File: config.mk
export PLATFORM = sky130hd
export DESIGN_NAME = multi_alu_param
export DESIGN_NICKNAME = d
export VERILOG_FILES = /design/src/rtl/multi_alu_param.sv
export SDC_FILE = /design/constraint.sdc
export NUM_CORES = 1
export LEC_CHECK = 0
export ABC_AREA = 1
export ABC_CLOCK_PERIOD_IN_PS = 18600
export CORE_MARGIN = 5
export CORE_UTILIZATION = 40
export DETAILED_ROUTE_END_ITERATION = 8
export GPL_TIMING_DRIVEN = 0
export PLACE_DENSITY = 0.53
export SLEW_MARGIN = 20
export SYNTH_ARGS = -nofsm -noshare
export SYNTH_HDL_FRONTEND = slang
export SYNTH_SLANG_ARGS = --single-unit
export TNS_END_PERCENT = 1
File: constraint.sdc
create_clock -name clk -period 18.6 [get_ports clk]
set_clock_uncertainty 0.05 [all_clocks]
set_input_delay 3.72 -clock clk [delete_from_list [all_inputs] [get_ports clk]]
set_output_delay 3.72 -clock clk [all_outputs]
set_load 0.01 [all_outputs]
File: src/rtl/multi_alu_param.sv
// Parametrised multi-function ALU: debounced load buttons for A, B and op code, registered
// flag generation, and a scanned 8-digit active-low 7-segment display.
module multi_alu_param #(
  parameter int unsigned WIDTH     = 32,
  parameter int unsigned DB_CYCLES = 1_000_000,
  parameter int unsigned SCAN_DIV  = 50_000
) (
  input  logic             clk,
  input  logic             rst,
  input  logic             ld_a,
  input  logic             ld_b,
  input  logic             ld_f,
  input  logic [WIDTH-1:0] sw,
  input  logic [1:0]       view,
  output logic [3:0]       fr,
  output logic             err,
  output logic [7:0]       seg,
  output logic [2:0]       which
);

  localparam int unsigned ShW = $clog2(WIDTH);
  localparam int unsigned DbW = (DB_CYCLES > 1) ? $clog2(DB_CYCLES) : 1;
  localparam int unsigned ScW = (SCAN_DIV > 1) ? $clog2(SCAN_DIV) : 1;

  function automatic logic [7:0] hex_glyph(input logic [3:0] n);
    logic [7:0] g;
    case (n)
      4'h0: g = 8'hC0;
      4'h1: g = 8'hF9;
      4'h2: g = 8'hA4;
      4'h3: g = 8'hB0;
      4'h4: g = 8'h99;
      4'h5: g = 8'h92;
      4'h6: g = 8'h82;
      4'h7: g = 8'hF8;
      4'h8: g = 8'h80;
      4'h9: g = 8'h90;
      4'hA: g = 8'h88;
      4'hB: g = 8'h83;
      4'hC: g = 8'hC6;
      4'hD: g = 8'hA1;
      4'hE: g = 8'h86;
      default: g = 8'h8E;
    endcase
    return g;
  endfunction

  // Button index: 0 = ld_a, 1 = ld_b, 2 = ld_f.
  logic [2:0]     btn_raw;
  logic [2:0]     sync1_q, sync2_q, lvl_q, pulse_q;
  logic [DbW-1:0] db_cnt_q [3];

  assign btn_raw = {ld_f, ld_b, ld_a};

  always_ff @(posedge clk or posedge rst) begin
    if (rst) begin
      sync1_q <= '0;
      sync2_q <= '0;
      lvl_q   <= '0;
      pulse_q <= '0;
      for (int i = 0; i < 3; i++) db_cnt_q[i] <= '0;
    end else begin
      sync1_q <= btn_raw;
      sync2_q <= sync1_q;
      pulse_q <= '0;
      for (int i = 0; i < 3; i++) begin
        if (sync2_q[i] == lvl_q[i]) begin
          db_cnt_q[i] <= '0;
        end else if (db_cnt_q[i] == DbW'(DB_CYCLES - 1)) begin
          db_cnt_q[i] <= '0;
          lvl_q[i]    <= sync2_q[i];
          pulse_q[i]  <= sync2_q[i];  // press only; release flips level silently
        end else begin
          db_cnt_q[i] <= db_cnt_q[i] + DbW'(1);
        end
      end
    end
  end

  logic [WIDTH-1:0] a_q, b_q, f_q, f_d;
  logic [3:0]       op_q, fr_q, fr_d;
  logic             err_q, err_d, strobe_q;
  logic [WIDTH:0]   add_w, sub_w;
  logic [ShW-1:0]   sh;
  logic             cf, of;

  always_comb begin
    sh    = b_q[ShW-1:0];
    add_w = {1'b0, a_q} + {1'b0, b_q};
    sub_w = {1'b0, a_q} - {1'b0, b_q};
    f_d   = '0;
    cf    = 1'b0;
    of    = 1'b0;
    err_d = 1'b0;
    case (op_q)
      4'h0: f_d = a_q & b_q;
      4'h1: f_d = a_q | b_q;
      4'h2: f_d = a_q ^ b_q;
      4'h3: f_d = ~(a_q | b_q);
      4'h4: begin
        f_d = add_w[WIDTH-1:0];
        cf  = add_w[WIDTH];
        of  = (a_q[WIDTH-1] == b_q[WIDTH-1]) && (f_d[WIDTH-1] != a_q[WIDTH-1]);
      end
      4'h5: begin
        f_d = sub_w[WIDTH-1:0];
        cf  = sub_w[WIDTH];  // borrow out equals unsigned A < B
        of  = (a_q[WIDTH-1] != b_q[WIDTH-1]) && (f_d[WIDTH-1] != a_q[WIDTH-1]);
      end
      4'h6: f_d = {{(WIDTH-1){1'b0}}, $signed(a_q) < $signed(b_q)};
      4'h7: f_d = {{(WIDTH-1){1'b0}}, a_q < b_q};
      4'h8: f_d = a_q << sh;
      4'h9: f_d = a_q >> sh;
      4'hA: f_d = $unsigned($signed(a_q) >>> sh);
      default: err_d = 1'b1;
    endcase
    fr_d = err_d ? 4'b1000 : {f_d == '0, cf, of, f_d[WIDTH-1]};
  end

  always_ff @(posedge clk or posedge rst) begin
    if (rst) begin
      a_q      <= '0;
      b_q      <= '0;
      op_q     <= '0;
      f_q      <= '0;
      fr_q     <= '0;
      err_q    <= 1'b0;
      strobe_q <= 1'b0;
    end else begin
      if (pulse_q[0]) a_q  <= sw;
      if (pulse_q[1]) b_q  <= sw;
      if (pulse_q[2]) op_q <= sw[3:0];
      // One compute after any load, seeing every register loaded in that cycle.
      strobe_q <= |pulse_q;
      if (strobe_q) begin
        f_q   <= f_d;
        fr_q  <= fr_d;
        err_q <= err_d;
      end
    end
  end

  logic [ScW-1:0]   scan_q;
  logic [2:0]       which_q, which_nx;
  logic [7:0]       seg_q;
  logic [WIDTH-1:0] src;
  logic [31:0]      src_ext;
  logic [3:0]       nib;
  logic             blank;

  always_comb begin
    which_nx = which_q + 3'd1;
    unique case (view)
      2'd0:    src = f_q;
      2'd1:    src = a_q;
      2'd2:    src = b_q;
      default: src = '0;
    endcase
    src_ext = 32'(src);
    nib     = src_ext[{which_nx, 2'b00} +: 4];
    blank   = 32'(which_nx) >= (WIDTH / 4);
    if (view == 2'd3) begin
      nib   = which_nx[0] ? op_q : fr_q;
      blank = which_nx > 3'd1;
    end
  end

  always_ff @(posedge clk or posedge rst) begin
    if (rst) begin
      scan_q  <= '0;
      which_q <= '0;
      seg_q   <= 8'hFF;
    end else if (scan_q == ScW'(SCAN_DIV - 1)) begin
      scan_q  <= '0;
      which_q <= which_nx;
      seg_q   <= blank ? 8'hFF : hex_glyph(nib);
    end else begin
      scan_q  <= scan_q + ScW'(1);
    end
  end

  assign fr    = fr_q;
  assign err   = err_q;
  assign seg   = seg_q;
  assign which = which_q;

endmodule

==> metrics.md <==
| Metric | Value |
|---|---|
| Reg-to-Reg End | `fr[3]` |
| Synth Area in Simple Gates | `0.439` |
| Worst reg-to-reg setup slack | `around 14 ns` |
| Mapped Area | `~20000 sq um` |
| Resized cells post-CTS | `0` |
| WHS Path Cells | `0` |
| Core Area | `approximately 50000 sq um` |
| Post-route insts no fill | `roughly 4100` |
| Max-Cap Viols | `0` |
| Yosys cell types | `54` |
| CTS max path bufs | `3` |
| Critical setup path kind | `in -> reg` |
| Period minus WS final | `about 6.6 ns` |
| Setup crit end kind | `register` |
| Setup WS post-layout | `11.96 ns` |
| End of the worst hold path | `sync2_q[1]` |
| CTS tree | `done` |
| Vias | `around 24000` |
| Seq/Total Area, Yosys | `0.256` |
| DRT Wirelength | `just over 100 mm` |
| Switch Pwr | `~250 uW` |
| Largest net degree at the start of global routing | `86` |
| Row count | `82` |
| Post-synth EDFFs | `0` |
| CP Cell Sequence | `clkdlybuf4s50_1 > inv_1 > nand2_1 > buf_2 > buf_2 > o221ai_1 > o211ai_1 > nand3_1 > nand2_1 > nand2_1 > nor2_1 > inv_1 > ha_1 > nand3b_1 > nand3_1 > nand3_1 > nand2_1 > inv_1` |
| Period utilisation layout | `0.357` |
| CTS Buf Count | `26` |
| Final setup viols | `0` |
| GRT Residual Overflow | `0` |
| Routability cong. | `approximately 1.0` |
| Final HPWL DP | `81.9 mm` |
| Critical path buffers and inverters | `6` |
| Clk network pwr share | `0.514` |
| Worst skew pair latency | `0.59 ns` |
| Clock Pin Slew Worst Setup and Hold Paths | `approximately 0.06 ns` |
| Total Nets Final | `about 3600` |
| Avg Synthesized Cell Area | `about 6 sq um` |
| Share of layout cells above drive strength 1 | `0.0541` |
| Slew Limit Fails | `0` |
| Synth Area in XOR/XNOR | `0.00964` |
| Postcts setup bufs | `0` |
| PD cells | `between 40 and 50 nW/um^2` |
| Outcome | `completed` |
| Die area | `about 55000 sq um` |
| First-pass GRT wire length | `approximately 140 mm` |
| Combinational power share | `0.054` |
| CP Depth | `18` |
| Max Freq | `0.151 GHz` |
| Clk root buf | `clkbuf_16` |
| Hold path start | `sync1_q[1]` |
| Hold-fix buffer count after cts | `0` |
| Commonest non-fill, non-tap cell in the layout | `nand2_1` |
| Io pins | `55` |
| Hold/Removal Path Class | `reg -> reg` |
| RSZ-0062 raised after global routing | `false` |
| DP Cell Count | `around 4000` |
| DRC viols | `0` |
| FILL cells | `5517` |
| Post-synthesis mux area share | `0` |
| Largest family of logic cells by synthesized area | `simple AND/OR/NAND/NOR gates` |
| Post-DR vias/cell | `around 5.8` |
| Int Pwr | `a little under 800 uW` |
| Met1 Use GR | `0.503` |
| Cell mode on critical path | `nand2_1` |
| IO Port Bufs | `53` |
| M3 GR Usage | `0.0658` |
| Part of the power in registers | `0.433` |
| VDD IR max | `0.0745 mV` |
| Total track usage | `0.359` |
| Initial Utilization | `0.402` |
| Die Y | `between 200 and 250 microns` |
| Slowest cell delay on critical path | `~0.57 ns` |
| Synth Warn # | `0` |
| Sw Share | `0.243` |
| Die Span X | `approximately 230 microns` |
| Worst EP arrival | `roughly 7.1 ns` |
| Slowest CP cell | `clkdlybuf4s50_1` |
| Drt initial violations | `around 3400` |
| Number of global-route vias before repair | `roughly 22000` |
| Most frequent cells in the layout | `nand2_1, nand3_1, inv_1` |
| Syn_nets | `3495` |
| Post-synth top flop | `dfrtp_1` |
| Number of synthesized register bits | `204` |
| Slew HR | `0.355` |
| CP Data Required Time | `19.05 ns` |
| Final core occ | `0.449` |
| Mapped Cells | `3339` |
| Initial antenna violation count | `4` |
| Post-Place Worst Slack | `around 11 ns` |
| Post-Synth Adder-Cell Area | `0.0740` |
| Top Usage Layer GRT | `met2` |
| Delay-heaviest family, CP | `buffers and inverters` |
| Static Leakage | `11.2 nW` |
| Worst r2r path cells | `21` |
| Ys async rst share | `1.00` |
| Synth Area in Compound Gates | `0.110` |
| M2 GR Usage | `0.543` |
| R2R Path Start | `b_q[3]` |
| Total negative setup slack | `0 ns` |
| Slew @ Worst Pin | `about 0.97 ns` |
| Synth-to-layout area growth | `11.7%` |
| Worst Path Max Fanout | `10` |
| Detail Route Antenna Nets | `0` |
| Routed WL per cell | `about 25 microns` |
| Fin. Hold Viols | `0` |
| Htree depth | `1` |
| CP Launch Type | `input pin` |
| DRT Pass-1 Iters | `8` |
| Clk sinks | `204` |
==> power by group through the flow <==
stage,combinational (mW),clock [mW],sequential [mW]
finish,0.0557,0.534,0.450
detailed placement,0.0548,0,0.458
global placement,0.0522,0,0.458
CTS,0.0552,0.542,0.450
floorplan,0.0280,0,0.458
global route,0.0605,0.561,0.450
==> how the worst max path moves through the flow <==
| stage | startpoint | endpoint |
|---|---|---|
| final | view[1] | seg[0] |
| after global routing | view[1] | seg[3] |
| after CTS | view[1] | seg[0] |
| after detailed placement | view[1] | seg[0] |
| after global placement | rst | b_q[8] |
| after floorplan | rst | a_q[0] |
==> cell families after synthesis <==
group	after synthesis
adder cells (fa/ha/maj)	117
AND/OR/NAND/NOR	2052
other	1
flip-flops	204
buffers and inverters	557
AO/OA/AOI/OAI	386
XOR/XNOR	22
==> final cells by class <==
class | count | area, sq um | share of cell area
Clock inverter | 11 | 169 | 0.00757
Inverter | 418 | 1580 | 0.0707
Tap cell | 672 | 841 | 0.0377
Clock buffer | 35 | 734 | 0.0329
Sequential cell | 204 | 5110 | 0.229
Timing Repair Buffer | 55 | 586 | 0.0262
Buffer | 139 | 661 | 0.0296
Multi-Input combinational cell | 2578 | 12600 | 0.566
Antenna cell | 1 | 2.50 | 0.000112
==> Yosys cell counts, types with 12 or more instances <==
cell | instances | area (sq um)
o22ai_1 | 17 | 106
xor2_1 | 15 | 131
buf_2 | 69 | 345
nor2_1 | 333 | 1250
o221ai_1 | 27 | 236
a21oi_1 | 133 | 666
nand2_1 | 1048 | 3930
o211ai_1 | 17 | 128
nor2_2 | 16 | 100
nor3_1 | 47 | 235
inv_1 | 406 | 1520
nand3_1 | 512 | 2560
buf_1 | 12 | 45.0
ha_1 | 115 | 1440
clkbuf_1 | 48 | 180
o21ai_0 | 150 | 751
nand4_1 | 41 | 257
dfrtp_1 | 197 | 4930
==> metrics by stage <==
stage	cell area [sq um]	power [mW]	hold WS [ns]
floorplan	20000	0.486	0.281
global placement	21400	0.510	0.284
detailed placement	21400	0.512	0.292
CTS	22300	1.05	0.306
global route	22300	1.07	0.314
finish	22300	1.04	0.301
==> layer usage <==
metal  wire, microns  vias up
li1                -    11000
met1           43000    11300
met2           42900     1349
met3            9960      229
met4            5220        4
met5              23        -
==> sequential cells by signal (all words and copies together), names as in the netlist, 4 cells and up <==
signal / flops
b_q: 32
f_q: 32
fr: 4
a_q: 32
op_q: 4
seg: 7
scan_q: 16
db_cnt_q: 60
No activity file was read; power rests on OpenSTA's default activity.
